$ cat config.mk
export PLATFORM = sky130hd
export DESIGN_NAME = riscv_clint_flat
export DESIGN_NICKNAME = d
export VERILOG_FILES = /design/src/rtl/riscv_clint_pkg.sv /design/src/rtl/riscv_clint_if.sv /design/src/rtl/riscv_clint_tick.sv /design/src/rtl/riscv_clint.sv /design/src/flat_wrapper.sv
export SDC_FILE = /design/constraint.sdc
export NUM_CORES = 1
export LEC_CHECK = 0
export ABC_CLOCK_PERIOD_IN_PS = 3900
export CORE_MARGIN = 3
export CORE_UTILIZATION = 50
export DETAILED_ROUTE_END_ITERATION = 10
export HOLD_SLACK_MARGIN = 0.15
export PLACE_DENSITY = 0.81
export SETUP_SLACK_MARGIN = 0.3
export SYNTH_ARGS = -nofsm -noshare
export SYNTH_HDL_FRONTEND = slang
export SYNTH_SLANG_ARGS = --single-unit
$ cat constraint.sdc
create_clock -name i_clk -period 3.9 [get_ports i_clk]
set_clock_uncertainty 0.15 [all_clocks]
set_input_delay 0.975 -clock i_clk [delete_from_list [all_inputs] [get_ports i_clk]]
set_output_delay 0.975 -clock i_clk [all_outputs]
set_load 0.05 [all_outputs]
$ cat src/rtl/riscv_clint_pkg.sv
`default_nettype none
// ==========================================================================
// riscv_clint_pkg : CLINT register map, reset values and offset decoder
// Rev 1.0
// ==========================================================================
package riscv_clint_pkg;

   localparam logic [15:0] CLINT_MSIP_OFS     = 16'h0000;
   localparam logic [15:0] CLINT_MTIMECMP_OFS = 16'h4000;
   localparam logic [15:0] CLINT_MTIME_OFS    = 16'hBFF8;
   localparam logic [63:0] CLINT_BASE         = 64'h0000_0000_0200_0000;
   localparam logic [63:0] MTIMECMP_RST       = 64'hFFFF_FFFF_FFFF_FFFF;

   typedef enum logic [1:0] {
      REG_NONE     = 2'd0,
      REG_MSIP     = 2'd1,
      REG_MTIMECMP = 2'd2,
      REG_MTIME    = 2'd3
   } clint_reg_e;

   function automatic clint_reg_e clint_decode(input logic [15:0] ofs);
      case (ofs)
         CLINT_MSIP_OFS:     return REG_MSIP;
         CLINT_MTIMECMP_OFS: return REG_MTIMECMP;
         CLINT_MTIME_OFS:    return REG_MTIME;
         default:            return REG_NONE;
      endcase
   endfunction

endpackage
`default_nettype wire

$ cat src/rtl/riscv_clint_if.sv
`default_nettype none
// ==========================================================================
// riscv_clint_if : router port1 single-beat data-bus link into the CLINT
// Rev 1.0
// ==========================================================================
interface riscv_clint_if #(
   parameter int DBUS_DATA_WIDTH = 64,
   parameter int DMEM_ADDR_WIDTH = 64
) ();

   logic                       wr_en;
   logic                       rd_en;
   logic [DMEM_ADDR_WIDTH-1:0] addr;
   logic [DBUS_DATA_WIDTH-1:0] wdata;
   logic [DBUS_DATA_WIDTH-1:0] rdata;
   logic                       rdata_valid;
   logic                       wr_ready;

   modport master (
      output wr_en, rd_en, addr, wdata,
      input  rdata, rdata_valid, wr_ready
   );

   modport slave (
      input  wr_en, rd_en, addr, wdata,
      output rdata, rdata_valid, wr_ready
   );

endinterface
`default_nettype wire

$ cat src/rtl/riscv_clint_tick.sv
`default_nettype none
// ==========================================================================
// riscv_clint_tick : mtime prescaler, one-cycle tick every TICK_DIV clocks
// Rev 1.0
// ==========================================================================
module riscv_clint_tick #(
   parameter int TICK_DIV = 1
) (
   input  logic i_clk,
   input  logic i_rst_n,
   output logic o_tick
);

   localparam int              CNT_W    = (TICK_DIV > 1) ? $clog2(TICK_DIV) : 1;
   localparam logic [CNT_W-1:0] CNT_LAST = CNT_W'(TICK_DIV - 1);

   logic [CNT_W-1:0] cnt_q;
   logic [CNT_W-1:0] cnt_d;

   // With TICK_DIV=1 the counter is pinned at 0 and every cycle is a tick.
   always_comb begin
      o_tick = (cnt_q == CNT_LAST);
      cnt_d  = o_tick ? '0 : cnt_q + CNT_W'(1);
   end

   always_ff @(posedge i_clk or negedge i_rst_n) begin
      if (!i_rst_n) begin
         cnt_q <= '0;
      end else begin
         cnt_q <= cnt_d;
      end
   end

endmodule
`default_nettype wire

$ cat src/rtl/riscv_clint.sv
`default_nettype none
// ==========================================================================
// riscv_clint : core-local interruptor (msip / mtimecmp / mtime) on port1
// Rev 1.0
// ==========================================================================
module riscv_clint
   import riscv_clint_pkg::*;
#(
   parameter int DBUS_DATA_WIDTH = 64,
   parameter int DMEM_ADDR_WIDTH = 64,
   parameter int TICK_DIV        = 1
) (
   input  logic          i_clk,
   input  logic          i_rst_n,
   riscv_clint_if.slave  bus,
   output logic          o_timer_irq,
   output logic          o_soft_irq
);

   logic                       tick;
   clint_reg_e                 sel;
   logic                       unused_addr_hi;

   logic [63:0]                mtime_q, mtime_d;
   logic [63:0]                mtimecmp_q, mtimecmp_d;
   logic                       msip_q, msip_d;
   logic                       timer_irq_q, timer_irq_d;
   logic [DBUS_DATA_WIDTH-1:0] rdata_q, rdata_d;
   logic                       rdata_valid_q, rdata_valid_d;
   logic                       wr_ready_q, wr_ready_d;
   logic [DBUS_DATA_WIDTH-1:0] rd_mux;

   riscv_clint_tick #(
      .TICK_DIV (TICK_DIV)
   ) u_tick (
      .i_clk   (i_clk),
      .i_rst_n (i_rst_n),
      .o_tick  (tick)
   );

   // The router has already matched the upper address bits.
   assign sel            = clint_decode(bus.addr[15:0]);
   assign unused_addr_hi = ^bus.addr[DMEM_ADDR_WIDTH-1:16];

   always_comb begin
      mtime_d    = tick ? mtime_q + 64'd1 : mtime_q;
      mtimecmp_d = mtimecmp_q;
      msip_d     = msip_q;
      if (bus.wr_en) begin
         case (sel)
            REG_MSIP:     msip_d     = bus.wdata[0];
            REG_MTIMECMP: mtimecmp_d = bus.wdata;
            REG_MTIME:    mtime_d    = bus.wdata;
            default:      ;
         endcase
      end
   end

   // Reads see the pre-edge register values, so a same-cycle write is not visible.
   always_comb begin
      case (sel)
         REG_MSIP:     rd_mux = {{(DBUS_DATA_WIDTH-1){1'b0}}, msip_q};
         REG_MTIMECMP: rd_mux = mtimecmp_q;
         REG_MTIME:    rd_mux = mtime_q;
         default:      rd_mux = '0;
      endcase
      rdata_d       = bus.rd_en ? rd_mux : rdata_q;
      rdata_valid_d = bus.rd_en;
      wr_ready_d    = bus.wr_en;
      timer_irq_d   = (mtime_q >= mtimecmp_q);
   end

   always_ff @(posedge i_clk or negedge i_rst_n) begin
      if (!i_rst_n) begin
         mtime_q       <= '0;
         mtimecmp_q    <= MTIMECMP_RST;
         msip_q        <= 1'b0;
         timer_irq_q   <= 1'b0;
         rdata_q       <= '0;
         rdata_valid_q <= 1'b0;
         wr_ready_q    <= 1'b0;
      end else begin
         mtime_q       <= mtime_d;
         mtimecmp_q    <= mtimecmp_d;
         msip_q        <= msip_d;
         timer_irq_q   <= timer_irq_d;
         rdata_q       <= rdata_d;
         rdata_valid_q <= rdata_valid_d;
         wr_ready_q    <= wr_ready_d;
      end
   end

   assign bus.rdata       = rdata_q;
   assign bus.rdata_valid = rdata_valid_q;
   assign bus.wr_ready    = wr_ready_q;
   assign o_timer_irq     = timer_irq_q;
   assign o_soft_irq      = msip_q;

endmodule
`default_nettype wire

$ cat src/flat_wrapper.sv
// flat-port wrapper written by rule: the top's interface ports become plain ports
module riscv_clint_flat import riscv_clint_pkg::*;
#(
   parameter int DBUS_DATA_WIDTH = 64,
   parameter int DMEM_ADDR_WIDTH = 64,
   parameter int TICK_DIV        = 1
)
  (i_clk, i_rst_n, o_timer_irq, o_soft_irq, bus_wr_en, bus_rd_en, bus_addr, bus_wdata, bus_rdata, bus_rdata_valid, bus_wr_ready);
  riscv_clint_if #(.DBUS_DATA_WIDTH(DBUS_DATA_WIDTH), .DMEM_ADDR_WIDTH(DMEM_ADDR_WIDTH)) bus_i ();
  input  logic i_clk;
  input  logic i_rst_n;
  output logic o_timer_irq;
  output logic o_soft_irq;
  input wire logic [$bits(bus_i.wr_en)-1:0] bus_wr_en;
  input wire logic [$bits(bus_i.rd_en)-1:0] bus_rd_en;
  input wire logic [$bits(bus_i.addr)-1:0] bus_addr;
  input wire logic [$bits(bus_i.wdata)-1:0] bus_wdata;
  output wire logic [$bits(bus_i.rdata)-1:0] bus_rdata;
  output wire logic [$bits(bus_i.rdata_valid)-1:0] bus_rdata_valid;
  output wire logic [$bits(bus_i.wr_ready)-1:0] bus_wr_ready;
  assign bus_i.wr_en = bus_wr_en;
  assign bus_i.rd_en = bus_rd_en;
  assign bus_i.addr = bus_addr;
  assign bus_i.wdata = bus_wdata;
  assign bus_rdata = bus_i.rdata;
  assign bus_rdata_valid = bus_i.rdata_valid;
  assign bus_wr_ready = bus_i.wr_ready;
  riscv_clint #(.DBUS_DATA_WIDTH(DBUS_DATA_WIDTH), .DMEM_ADDR_WIDTH(DMEM_ADDR_WIDTH), .TICK_DIV(TICK_DIV)) u_core (.i_clk(i_clk), .i_rst_n(i_rst_n), .bus(bus_i), .o_timer_irq(o_timer_irq), .o_soft_irq(o_soft_irq));
endmodule
# ---- Word level (Yosys, flattened, before mapping)
# Cells that the tools add are included.
dict set report totals {
  reg_bits 197
  output_inout_bits 68
  word_cells 25
}
dict set report classes {
  n_addsub 2
  order_cmp 1
  eq_ne 5
  mux 6
  reduce_logical 3
}
# cell n
set ops {}
lappend ops {{$mux 64} 3}
lappend ops {{$pmux 64 s3} 1}
lappend ops {{$add 64x1->64 const B} 1}
lappend ops {{$ge 64x64->1} 1}
lappend ops {{$eq 16x15->1 const B} 1}
lappend ops {{$eq 16x16->1 const B} 1}
lappend ops {{$logic_not 16->1} 1}
lappend ops {{$pmux 2 s3} 1}
lappend ops {{$eq 2x2->1 const B} 2}
lappend ops {{$reduce_and 2->1} 2}
lappend ops {{$eq 2x1->1 const B} 1}
lappend ops {{$add 1x1->1 const B} 1}
lappend ops {{$mux 1} 1}

# ---- Longest topological paths before layout
dict set report depth {
  ltp_word 5
  mapped_depth 9
  mapped_depth_nobuf 9
}

# ---- Modules after synthesis
# From an unflattened synthesis, not the netlist that was laid out.
dict set report hier_totals {
  hier_cells 1052
  hier_area_um2 10512.6
}
# mod n_inst cells_per_inst area_each_um2 seq_area_each_um2
set modules_own_cells {}
lappend modules_own_cells {riscv_clint 1 1050 10501.3 4984.8}
lappend modules_own_cells {riscv_clint_tick 1 2 11.3 0.0}

# ---- Worst setup path after synthesis
# OpenSTA, ideal clock, no wires.
dict set report synth_timing {
  kind {in2reg}
  start {in bus_addr[2]}
  end {reg u_core.mtimecmp_q[59]}
  arrival_ns 2.561
  slack_ns 1.104
  stages 6
  path_cell_list {or3_1 nand4b_1 nor2_2 nand2_2 buf_2 mux2_1}
}
dict set report synth_between {
  elab_chain_len 4
  elab_cells_between_ends 6
  classes_between {eq/ne (3); mux (1); reduce/logical (2)}
}
# item line
set synth_lines {}
lappend synth_lines {{start: declaration} flat_wrapper.sv:16} ;# input wire logic [$bits(bus_i.addr)-1:0] bus_addr;
lappend synth_lines {{$eq 16x16->1 (tied with other cells)} riscv_clint_pkg.sv:22} ;# case (ofs)
lappend synth_lines {{$pmux 2 s3 (*)} riscv_clint_pkg.sv:22}
lappend synth_lines {{$eq 2x2->1 (*)} riscv_clint.sv:50} ;# case (sel)
lappend synth_lines {{$reduce_and 2->1 (no line) (*)} -}
lappend synth_lines {{end signal: assignment} riscv_clint.sv:84} ;# mtimecmp_q <= mtimecmp_d;
lappend synth_lines {{end: declaration} riscv_clint.sv:25} ;# logic [63:0] mtimecmp_q, mtimecmp_d;
# Mark *: on every way between the ends. The rest lies on a longest branch, timed or not.
# A chain may end at the register's enable or synchronous reset.

# ---- Worst setup path in the final report
dict set report layout_timing {
  start {in bus_addr[2]}
  end {reg u_core.mtimecmp_q[33]}
}
# Same word-level chain as after synthesis.

==> results.json <==
{
  "flow.area_growth_from_synthesis_pct": 23.4,
  "post-cts-setup-buffer-count": 0,
  "r2r_start": "u_core.mtime_q[10]$_DFF_PN0_",
  "critical-path-slowest-cell": "sky130_fd_sc_hd__or3_1",
  "ys_async_sr_fraction": 1.00,
  "routed_wl_mm": 25.3,
  "period_share": 0.762,
  "synth_fa_ha_area_frac": 0.0772,
  "coreArea_um2": 20500,
  "timing.hold.worst.class": "reg -> reg",
  "core.rowCount": 52,
  "fin_nets": 1385,
  "clock.fmax_mhz": 337,
  "power_per_cell_area_nw_per_um2": 350,
  "post_synth.cell_area_avg_um2": 10.0,
  "remaining_drc_errors": 0,
  "port_buffers": 151,
  "grt_pass1_vias": 8264,
  "post_drt_via_cell_ratio": 5.59,
  "synth-seq-cells": 196,
  "grt_pass1_wl_mm": 41.4,
  "drt-initial-drc-count": 444,
  "grt_start_max_net_pins": 124,
  "setup-tns-final_ns": 0,
  "cp.arrival_ns": 3.18,
  "run_status": "finished, final reports clean",
  "seq_total_area_yosys": 0.473,
  "critical_path.max_fanout": 32,
  "synth.net_count": 1248,
  "clock-root-buffer": "sky130_fd_sc_hd__clkbuf_16",
  "worstHoldStart": "u_core.bus.rdata[46]$_DFFE_PN0P_",
  "antenna_found_initial": 0,
  "ios": 200,
  "worst_margin_pin_slew_ns": 0.880,
  "min_delay_path_depth": 2,
  "critical_path.startpoint_type": "input pin",
  "final-hold-violation-count": 0,
  "totalPowerFinal_mw": 4.54,
  "grt_util_all_layers": 0.228,
  "critical_path_data_required_time_ns": 4.11,
  "topRoutingLayerUsed": "met4",
  "antenna_violating_nets_post_route": 0,
  "hold_end": "u_core.bus.rdata[46]$_DFFE_PN0P_",
  "yosysWarningCount": 0,
  "clock_path_buffers": 2,
  "post_synth_mux_area_share": 0.0715,
  "die_height_um": 151,
  "effective_utilization_at_floorplan": 0.514,
  "cts_resized": 0,
  "final-max-slew-violation-count": 0,
  "report.final.setup_viol": 0,
  "tritoncts": "yes",
  "worstPathCellList": "clkdlybuf4s50_1, or3_1, nand4b_1, nor2_4, nand2_2, buf_4, mux2_1",
  "synthDistinctLibCells": 49,
  "period_needed_ns": 2.97,
  "grt_setup_unrepaired": "false",
  "wl_met3_mm": 1.24,
  "reg2reg_slack_ns": 1.04,
  "fin_ws_ns": 0.930,
  "largest_family_of_logic_cells_by_synthesized_area": "simple AND/OR/NAND/NOR gates",
  "wire_length_per_cell_um": 17.2,
  "clock-sinks": 196,
  "vias_post_dr": 8225,
  "drt_pre_antenna_iters": 5,
  "timing.max_slew.rel_slack": 0.408,
  "synth_xor_xnor_area_share": 0.0515,
  "synth-main-ff-cell": "sky130_fd_sc_hd__dfrtp_1",
  "die-width_um": 151,
  "m1WireLength_mm": 11.4,
  "power.ir.vdd_worst_mv": 0.264,
  "layout.core_utilization": 0.634,
  "cts-buffers-inserted": 17,
  "worst_skew_pair.late_latency_ns": 0.44,
  "synth_compound_gate_area_share": 0.135,
  "power_leakage_nw": 5.24,
  "cts.reportedPaths.clkPinSlew_ns": 0.07,
  "synth-simple-area-share": 0.147,
  "gp_congestion": 0.832,
  "timing.hold.ws_ns": 0.373,
  "setup.worst_path.class": "in -> reg",
  "end_kind": "flop",
  "synth_edf_count": 0,
  "critical-path-max-stage-delay_ns": 0.44,
  "syn-instance-count": 1051,
  "layout-drive-gt1-share": 0.163,
  "ff2ff_path_depth": 7,
  "timing.rr.end": "u_core.mtime_q[63]$_DFF_PN0_",
  "dp_hpwl_mm": 17.7,
  "hold_buffers": 0,
  "ctsHtreeMaxLevel": 4,
  "number_of_max_cap_violations": 0,
  "grt_remaining_overflow": 0,
  "route.met2.wl_mm": 12.2,
  "die-area_um2": 22800,
  "place_ws_ns": 0.477,
  "synthesis.area_um2": 10500
}
[state kept, by name, indices dropped and copies added (netlist names)]
register,count
u_core.bus.rdata,64
u_core.mtime_q,64
u_core.mtimecmp_q,64
u_core.bus.rdata_valid,1
u_core.bus.wr_ready,1
u_core.o_soft_irq,1
u_core.o_timer_irq,1
[metrics by stage]
stage                     area (um^2)  instances
after detailed placement        12400       1439
after global routing            13000       1471
after global placement          12400       1439
final                           13000       1472
after CTS                       13000       1471
after floorplan                 10500       1051
[placed cells by master, fill, tap and decap left out, types with 2 or more instances in the layout]
cell type,Yosys,final
sky130_fd_sc_hd__clkdlybuf4s50_1,0,149
sky130_fd_sc_hd__dfrtp_1,132,132
sky130_fd_sc_hd__a22oi_1,63,63
sky130_fd_sc_hd__inv_1,74,74
sky130_fd_sc_hd__clkbuf_16,0,17
sky130_fd_sc_hd__o21ai_1,17,17
sky130_fd_sc_hd__a21oi_1,90,90
sky130_fd_sc_hd__xor2_1,36,36
sky130_fd_sc_hd__dfstp_2,64,64
sky130_fd_sc_hd__nor3_1,10,10
sky130_fd_sc_hd__buf_12,0,6
sky130_fd_sc_hd__bufinv_16,0,2
sky130_fd_sc_hd__inv_8,0,3
sky130_fd_sc_hd__clkinvlp_4,0,3
sky130_fd_sc_hd__nor2_1,84,84
sky130_fd_sc_hd__nand3_2,2,2
sky130_fd_sc_hd__mux2_1,5,5
sky130_fd_sc_hd__inv_6,0,3
sky130_fd_sc_hd__xnor2_1,26,26
sky130_fd_sc_hd__o21ai_0,50,50
sky130_fd_sc_hd__or3_1,3,3
sky130_fd_sc_hd__a211oi_1,3,3
sky130_fd_sc_hd__and4_1,2,2
sky130_fd_sc_hd__a21o_1,12,12
sky130_fd_sc_hd__and3_1,4,4
sky130_fd_sc_hd__nor4_4,6,7
sky130_fd_sc_hd__nor4_1,9,9
sky130_fd_sc_hd__nand4_4,2,2
sky130_fd_sc_hd__nand2_1,99,99
sky130_fd_sc_hd__buf_4,0,9
sky130_fd_sc_hd__nand3_1,31,31
sky130_fd_sc_hd__nor4_2,3,2
sky130_fd_sc_hd__ha_1,65,65
sky130_fd_sc_hd__mux2_2,61,61
sky130_fd_sc_hd__nand4_1,30,30
sky130_fd_sc_hd__clkbuf_8,0,2
sky130_fd_sc_hd__clkinv_4,0,3
[area by class of cell]
| type | count | area (um^2) |
|---|---|---|
| flip-flops and latches | 196 | 4980 |
| fillers | 1700 | 7500 |
| clock buffers | 18 | 439 |
| multi-input cells | 734 | 5090 |
| well taps | 270 | 338 |
| repair buffers | 165 | 1690 |
| inverters | 74 | 278 |
| diodes | 1 | 2.50 |
| clock inverters | 14 | 169 |
[cells in the mapped netlist, types with 4 or more instances]
cell                         n  area share
sky130_fd_sc_hd__nor4_4      6       0.012
sky130_fd_sc_hd__clkbuf_1   32       0.011
sky130_fd_sc_hd__a22oi_1    63       0.045
sky130_fd_sc_hd__nor2_1     84       0.030
sky130_fd_sc_hd__dfrtp_1   132        0.31
sky130_fd_sc_hd__nor3_1     10      0.0048
sky130_fd_sc_hd__dfstp_2    64        0.16
sky130_fd_sc_hd__nand2_1    99       0.035
sky130_fd_sc_hd__nand3_1    31       0.015
sky130_fd_sc_hd__xnor2_1    26       0.022
sky130_fd_sc_hd__ha_1       65       0.077
sky130_fd_sc_hd__o21ai_1    17      0.0081
sky130_fd_sc_hd__nor4_1      9      0.0053
sky130_fd_sc_hd__a21oi_1    90       0.043
sky130_fd_sc_hd__mux2_1      5      0.0053
sky130_fd_sc_hd__mux2_2     61       0.065
sky130_fd_sc_hd__a21o_1     12      0.0086
sky130_fd_sc_hd__o21ai_0    50       0.024
sky130_fd_sc_hd__inv_1      74       0.026
sky130_fd_sc_hd__buf_2      15      0.0071
sky130_fd_sc_hd__nand4_1    30       0.018
sky130_fd_sc_hd__and3_1      4      0.0024
sky130_fd_sc_hd__xor2_1     36       0.030
[layer usage]
layer	global-route usage	up-vias
li1	-	3990
met1	0.309	4021
met2	0.375	181
met3	0.0509	33
met4	0.0571	0
met5	0	-
[power breakdown]
part	switching, mW	total (mW)	internal [mW]
logic	0.341	0.564	0.223
clock network	0.834	1.82	0.985
registers	0.0630	2.16	2.10
[kinds of logic after synthesis]
logic type / count (synthesis)
AO/OA/AOI/OAI: 241
flip-flops: 196
buffers and inverters: 121
AND/OR/NAND/NOR: 299
adder cells (fa/ha/maj): 65
XOR/XNOR: 62
multiplexers: 67
[worst max-delay path by stage]
stage | from | endpoint | slack (ns) | cells after the start
3_5_place_dp | bus_addr[2] | u_core.mtimecmp_q[33]$_DFFE_PN1P_ | 0.48 | 7
4_1_cts | bus_addr[2] | u_core.mtimecmp_q[33]$_DFFE_PN1P_ | 0.93 | 7
5_1_grt | bus_addr[13] | u_core.mtime_q[26]$_DFF_PN0_ | 0.76 | 7
6_report | bus_addr[2] | u_core.mtimecmp_q[33]$_DFFE_PN1P_ | 0.93 | 7
3_3_place_gp | bus_addr[2] | u_core.mtimecmp_q[61]$_DFFE_PN1P_ | 0.54 | 7
2_1_floorplan | bus_addr[2] | u_core.mtimecmp_q[59]$_DFFE_PN1P_ | 1.10 | 6
[critical path: cells and delay by family]
family | cells | cell delay, ns
simple gates | 4 | 1.11
mux | 1 | 0.37
buf+inv | 2 | 0.70
No activity file was read; power rests on OpenSTA's default activity.
